## src/rtl/rr_arbiter16.sv

```systemverilog
// 16-way round-robin arbiter with a registered grant index and one-hot decode.
// Optional hold-time limit with forced release is built when ARB_TIMEOUT_EN is defined.
module rr_arbiter16 #(
  parameter int unsigned HOLD_MAX = 32,
  parameter int unsigned CNT_W    = 8
) (
  input  logic        clk,
  input  logic        rst,
  input  logic [15:0] req,
  input  logic        done,
  output logic        grant_valid,
  output logic [3:0]  grant_idx,
  output logic [15:0] grant_onehot,
  output logic        timeout
);

  if (HOLD_MAX < 1 || HOLD_MAX > 255 || (2 ** CNT_W) <= HOLD_MAX) begin : g_bad_cfg
    $error("rr_arbiter16: illegal HOLD_MAX/CNT_W combination");
  end

  typedef enum logic {IDLE, BUSY} state_t;

  state_t      state, state_n;
  logic [3:0]  ptr, ptr_n;
  logic [3:0]  grant_idx_n;
  logic        grant_valid_n;
  logic        win_found;
  logic [3:0]  win_idx;
  logic        release_req;

  // Circular priority search starting at ptr; index arithmetic wraps at 4 bits.
  always_comb begin
    win_found = 1'b0;
    win_idx   = ptr;
    for (int unsigned i = 0; i < 16; i++) begin
      if (!win_found && req[ptr + 4'(i)]) begin
        win_found = 1'b1;
        win_idx   = ptr + 4'(i);
      end
    end
  end

  assign release_req = done | ~req[grant_idx];

`ifdef ARB_TIMEOUT_EN
  logic [CNT_W-1:0] hold_cnt, hold_cnt_n, hold_inc;
  logic             timeout_n;

  assign hold_inc = (hold_cnt == CNT_W'(HOLD_MAX)) ? hold_cnt : hold_cnt + 1'b1;
`endif

  always_comb begin
    state_n       = state;
    ptr_n         = ptr;
    grant_idx_n   = grant_idx;
    grant_valid_n = grant_valid;
`ifdef ARB_TIMEOUT_EN
    hold_cnt_n    = hold_cnt;
    timeout_n     = 1'b0;
`endif
    case (state)
      IDLE: begin
        if (win_found) begin
          grant_idx_n   = win_idx;
          grant_valid_n = 1'b1;
          state_n       = BUSY;
`ifdef ARB_TIMEOUT_EN
          hold_cnt_n    = '0;
`endif
        end
      end
      BUSY: begin
        if (release_req) begin
          grant_valid_n = 1'b0;
          ptr_n         = grant_idx + 4'd1;
          state_n       = IDLE;
        end
`ifdef ARB_TIMEOUT_EN
        // Forced release on the HOLD_MAX-th busy cycle; a normal release wins.
        else if (hold_inc == CNT_W'(HOLD_MAX)) begin
          grant_valid_n = 1'b0;
          ptr_n         = grant_idx + 4'd1;
          state_n       = IDLE;
          timeout_n     = 1'b1;
          hold_cnt_n    = hold_inc;
        end else begin
          hold_cnt_n    = hold_inc;
        end
`endif
      end
      default: state_n = IDLE;
    endcase
  end

  always_ff @(posedge clk or posedge rst) begin
    if (rst) begin
      state       <= IDLE;
      ptr         <= '0;
      grant_valid <= 1'b0;
      grant_idx   <= '0;
    end else begin
      state       <= state_n;
      ptr         <= ptr_n;
      grant_valid <= grant_valid_n;
      grant_idx   <= grant_idx_n;
    end
  end

`ifdef ARB_TIMEOUT_EN
  always_ff @(posedge clk or posedge rst) begin
    if (rst) begin
      hold_cnt <= '0;
      timeout  <= 1'b0;
    end else begin
      hold_cnt <= hold_cnt_n;
      timeout  <= timeout_n;
    end
  end
`else
  assign timeout = 1'b0;
`endif

  always_comb begin
    grant_onehot = '0;
    if (grant_valid) grant_onehot[grant_idx] = 1'b1;
  end

endmodule

```

## config.mk

```make
export PLATFORM = sky130hd
export DESIGN_NAME = rr_arbiter16
export DESIGN_NICKNAME = d
export VERILOG_FILES = /design/src/rtl/rr_arbiter16.sv
export SDC_FILE = /design/constraint.sdc
export NUM_CORES = 1
export LEC_CHECK = 0
export CELL_PAD_IN_SITES_DETAIL_PLACEMENT = 1
export CELL_PAD_IN_SITES_GLOBAL_PLACEMENT = 2
export CORE_ASPECT_RATIO = 0.8
export CORE_MARGIN = 1
export CORE_UTILIZATION = 30
export CTS_CLUSTER_DIAMETER = 60
export DETAILED_ROUTE_END_ITERATION = 8
export HOLD_SLACK_MARGIN = 0.1
export PLACE_DENSITY = 0.83
export SLEW_MARGIN = 20
export SYNTH_ARGS = -nofsm -noshare
export SYNTH_HDL_FRONTEND = slang
export SYNTH_SLANG_ARGS = --single-unit
```

## constraint.sdc

```tcl
create_clock -name clk -period 8.06 [get_ports clk]
set_input_delay 1.612 -clock clk [delete_from_list [all_inputs] [get_ports clk]]
set_output_delay 1.612 -clock clk [all_outputs]
set_load 0.02 [all_outputs]
```

# Word-level counts from Yosys, hierarchy flattened
# Index checks and enable logic that the tools add are counted.
# word_totals
romBits	0
ramBits	0
input_bits	19
latchBits	0
mem_count	0
ff_bits	10
# op_classes
mux	74
n_addsub	16
shifts	0
n_div	0
n_lt_le_gt_ge	18
bitwise_logic	3
mul	0
n_reduce_logical	34
eq_ne	2
# ops
operator	count
4-bit by 5-bit less-than comparator with 1-bit output, second input constant	17
1-bit binary-select mux with 4-bit select	17
4-bit two-way mux	15
1-bit two-way mux	38
4-bit adder, second input constant	8
4-bit by 3-bit adder with 4-bit output, second input constant	4
1-bit logical AND	16
16-bit two-way mux	1
1-bit logical NOT	15
4-bit by 1-bit adder with 4-bit output, second input constant	2
4-bit by 2-bit adder with 4-bit output, second input constant	2
2-bit AND reduction	3
1-bit demux with 4-bit select	1
4-bit by 1-bit >= comparator with 1-bit output, second input constant	1
1-bit one-hot mux with 2 select lines	2
2-bit by 1-bit != test with 1-bit output, second input constant	1
2-bit != test, second input constant	1
1-bit NOT	2
1-bit OR	1

# Longest topological paths before layout
# depth
ltp_word	50
depth_mapped	17
ltp_nobuf	11

# Worst setup path before layout
# Ideal clock, no wire load.
# synth_timing
path_type	input port to flip-flop
from	input port req[3]
to	register grant_idx[2]
arrival_time_ns	4.512
t_required_ns	7.933
setup_ns	0.127
setup_slack_ns	3.421
path_buffers	2
cell_stages	10
path_cell_list	mux4_1 mux4_2 or2_2 buf_2 or4_4 or3b_1 nand2b_1 buf_6 a211oi_1 o32a_2
# synth_between
elab_chain_cells	49
word_cells_on_any_way	94
classes_between	mux: 63; reduce/logical: 31
# synth_rtl
element	line_no	rtl
start, declared	9	input logic [15:0] req,
1-bit binary-select mux with 4-bit select	36	if (!win_found && req[ptr + 4'(i)]) begin
1-bit two-way mux (implied by the code)	36	
1-bit two-way mux	36	
1-bit logical NOT	36	
1-bit logical AND	36	
1-bit two-way mux	36	
1-bit logical NOT	36	
1-bit logical AND	36	
(+33 left out)	--	
1-bit two-way mux	36	
1-bit logical NOT	36	
1-bit logical AND	36	
1-bit two-way mux	36	
1-bit logical NOT	36	
1-bit logical AND	36	
1-bit two-way mux	36	
2-bit AND reduction (no line)	--	
end signal, assigned	105	grant_idx <= grant_idx_n;
end, declared	12	output logic [3:0] grant_idx,
# Parallel ways exist; a longest one is shown, timed or not. The select of a mux whose other input is x is not followed.
# A chain may end at the register's enable or synchronous reset.

# Final worst setup path
# layout_timing
from	register ptr[1]
to	register grant_idx[2]
# layout_between
elab_chain_cells	49
word_cells_on_any_way	109
classes_between	add/sub: 15; mux: 63; reduce/logical: 31
# layout_rtl
element	line_no	rtl
start, declared	24	logic [3:0] ptr, ptr_n;
start signal, assigned	103	ptr <= ptr_n;
parallel branches: the longest is 49 deep, another holds 4-bit by 1-bit adder with 4-bit output	--	
# Several ways; the timed one is not identified. The select of a mux whose other input is x is not followed.

==> summary.md <==
| Metric | Value |
|---|---|
| Status | finished clean |
| GRT Util Overall | around a fifth |
| Worst-margin pin slew | between 1 and 1.5 ns |
| Compound-Gate Fraction of Synth Area | a little under a fifth |
| Synthesized area | approximately 3000 µm² |
| Clock latency on the worst-skew pair | around 0.24 ns |
| Detail Route Antenna Nets | 0 |
| Post-synth net total | 354 |
| Largest net degree at the start of global routing | 26 |
| Cell variety after synth | 72 |
| Routed WL | 9990 µm |
| Asr flop ratio synth | 100% |
| Worst Hold End | grant_valid |
| Die Span Y | a little over 90 µm |
| Post-CTS Setup Bufs | 0 |
| Hold path startpoint | grant_valid |
| Syn Inst Count | 324 |
| Data arrival, critical path | around 5.9 ns |
| Resize count post-CTS | 0 |
| Final Wtd Congestion | 0.894 |
| Die X-Extent | about 110 µm |
| H-tree Lvls | 1 |
| Io pins | slightly above 40 |
| Reg-to-Reg Start | ptr[1] |
| Pre-CTS setup slack | between 2 and 2.5 ns |
| Startpoint Class | flop |
| Delay-heaviest family, CP | simple AND/OR/NAND/NOR gates |
| Total core area | around 9300 µm² |
| Final setup viols | 0 |
| # clock sinks | 10 |
| Final worst slack | between 2 and 2.5 ns |
| Number of cells after detailed placement | 460 |
| 1st-iter DRT viols | 203 |
| Crit path cell chain | inv_1 -> ha_1 -> mux4_1 -> mux2_2 -> mux2_2 -> nand4bb_1 -> or4_4 -> or3b_1 -> nand2b_1 -> a211oi_1 -> o32a_2 |
| RSZ-0062 raised after global routing | no |
| CTS buffer count | 3 |
| Synth Register Bits | 10 |
| Multiplexer share of the synthesized area | between 30% and 40% |
| Max Freq | around 0.17 GHz |
| Adder-cell area share of the yosys netlist | roughly 4.7% |
| Average routed wire per standard cell | roughly 22 µm |
| Hold depth | 2 |
| Nets | between 300 and 400 |
| Layout area overhead | 15.3% |
| Crit path largest cell delay | a little over 0.8 ns |
| Routed via count | about 2,900 |
| Vias in the first global route | roughly 2,900 |
| Filler Cell Count | around 1,100 |
| Top_reg_cell synth | dfrtp_1 |
| Global route overflow | 0 |
| Area share of xor/xnor cells in the synthesized design | under 10% |
| Buf/Inv on CP | 1 |
| Setup TNS | 0 ns |
| Non-Filler Instances | between 400 and 500 |
| Die area | 10,200 µm² |
| Setup Crit Path Kind | flop to flop |
| CTS clk-pin slew, worst paths | approximately 0.040 ns |
| CTS tree | built |
| RR Endpoint | grant_idx[2] |
| CP startpoint | ptr[1] |
| Initial Util | between 30% and 40% |
| Slew margin rel. | between 30% and 40% |
| CTS Buffer Depth | 2 |
| CP required | between 8 and 9 ns |
| Largest family of logic cells by synthesized area | multiplexers |
| Worst setup EP type | flop |
| Root Driver | clkbuf_16 |
| Max-cap violation count | 0 |
| Drt drc | 0 |
| Initial antenna violation count | 0 |
| Setup Skew | around 0.00056 ns |
| Detailed Routing Iterations Pass 1 | 4 |
| Final Cycle Share | about 72% |
| Number of synthesized flops with an enable pin | 0 |
| CTS Hold Bufs | 0 |
| Fin. Hold Viols | 0 |
| Row count | 31 |
| CP max FO | 18 |
| Top cells by area, synth | mux4_1 14%, dfrtp_1 8.5%, mux2_2 6.9% |
| Share of cells above drive strength 1 | around 15% |
| Largest area contributor in the netlist | mux4_1 |
| Wire length of the first global-routing pass | about 16,000 µm |
| Period minus WS final | roughly 5.8 ns |
| IO Port Bufs | 39 |
| Post-Synth Simple-Gate Area | around a fifth |
| Routed vias/inst | between 6 and 7 |
| Hold Path Class | flop to flop |
| Sequential share of the synthesized area | under 10% |
| Yosys warns | 0 |
| Avg Cell Area, Syn | ~9 µm² |
| Finished Core Util | a little over a third |
| Share of the synthesized area in the top cell type | 14.2% |
| R2R depth | 11 |
| HPWL after DPL | ~7900 µm |
| Critical Path Most Common Cell | mux2_2 |
| N_diodes | 0 |
| Reg-to-reg slack, setup | 2.26 ns |
| Slowest-stage cell, CP | dfrtp_1 |
| Final max-slew violation count | 0 |
[cell usage in the layout, fill, tap and decap left out, drive strengths merged, types with 7 or more instances in the layout]
cell           instances
clkdlybuf4s50         39
a21oi                 27
mux4                  25
nor2                  24
mux2i                 20
mux2                  20
nand2                 19
and2                  18
inv                   16
o21ai                 12
ha                    11
dfrtp                 10
xnor2                  9
nand3                  7
[synthesized netlist by cell type (2+ instances only)]
cell type  instances
nor2_1            24
mux2i_1           19
or4_4              2
mux2_2            18
mux4_1            16
nor3b_1            2
a21oi_1           27
a2111oi_0          2
or3_1              4
xnor2_1            9
and2_1            18
and3_1             3
clkbuf_1           5
inv_1             14
nor3_1             5
nand4_1            3
o211ai_1           2
mux2_4             2
nand2b_1           3
a21boi_0           2
nand2_1           19
o21ai_0           12
o221ai_1           3
nor2b_1            3
dfrtp_1           10
a211oi_1           4
a211o_1            3
clkbuf_8           4
ha_1              11
mux4_2             9
o22ai_1            3
nand3b_1           2
or3_2              2
nand3_1            7
a31oi_1            3
xor2_1             4
a2bb2oi_1          2
inv_2              2
or2_2              4
buf_6              4
buf_2              2
[state kept, by name, indices dropped and copies added (netlist names)]
signal       count
grant_valid      1
ptr              4
grant_idx        4
state            1
[layout make-up]
cell class	instances	area, µm²	share of cell area, %
clock buffer	4	88.8	2.61
inverter	16	60.1	1.76
multi-input combinational	280	2470	72.6
sequential	10	250	7.35
tap	115	144	4.22
timing repair buffer	39	390	11.5
[per-stage QoR]
stage | area, µm² | hold slack, ns
detailed placement | 3320 | 0.616
floorplan | 2950 | 0.545
global route | 3410 | 0.650
CTS | 3410 | 0.629
finish | 3410 | 0.640
global placement | 3320 | 0.626
[how the worst max path moves through the flow]
stage,depth (start not counted),endpoint,slack [ns]
after global routing,11,grant_idx[2],1.91
final,11,grant_idx[2],2.26
after detailed placement,11,grant_idx[2],2.25
after CTS,11,grant_idx[2],2.24
after global placement,11,grant_idx[2],2.38
after floorplan,10,grant_idx[2],3.42
[layer usage]
metal	global-route usage, %	vias up	share of wire [%]
met5	0	-	0
met1	31.4	1462	50
met2	30.5	75	44
met4	2.52	0	0.71
met3	1.68	7	5.5
li1	-	1308	-
[worst register-to-register path, delay by kind of cell, from the launching register on]
family                   cells  cell delay [ns]
buffers and inverters        1             0.44
AO/OA/AOI/OAI                2             0.31
flip-flops                   1             0.82
AND/OR/NAND/NOR              4             1.86
adder cells (fa/ha/maj)      1             0.80
multiplexers                 3             1.45
[cells by family after synthesis]
kind of cell / count (synthesis)
other cells: 1
fa+ha+maj: 11
compound gates: 79
buf+inv: 34
simple gates: 111
flops: 10
xor+xnor: 13
mux: 65
Power is left out: the tool's default activity adds up to more than one toggle a clock period on the data nets, which glitch-free logic cannot reach.
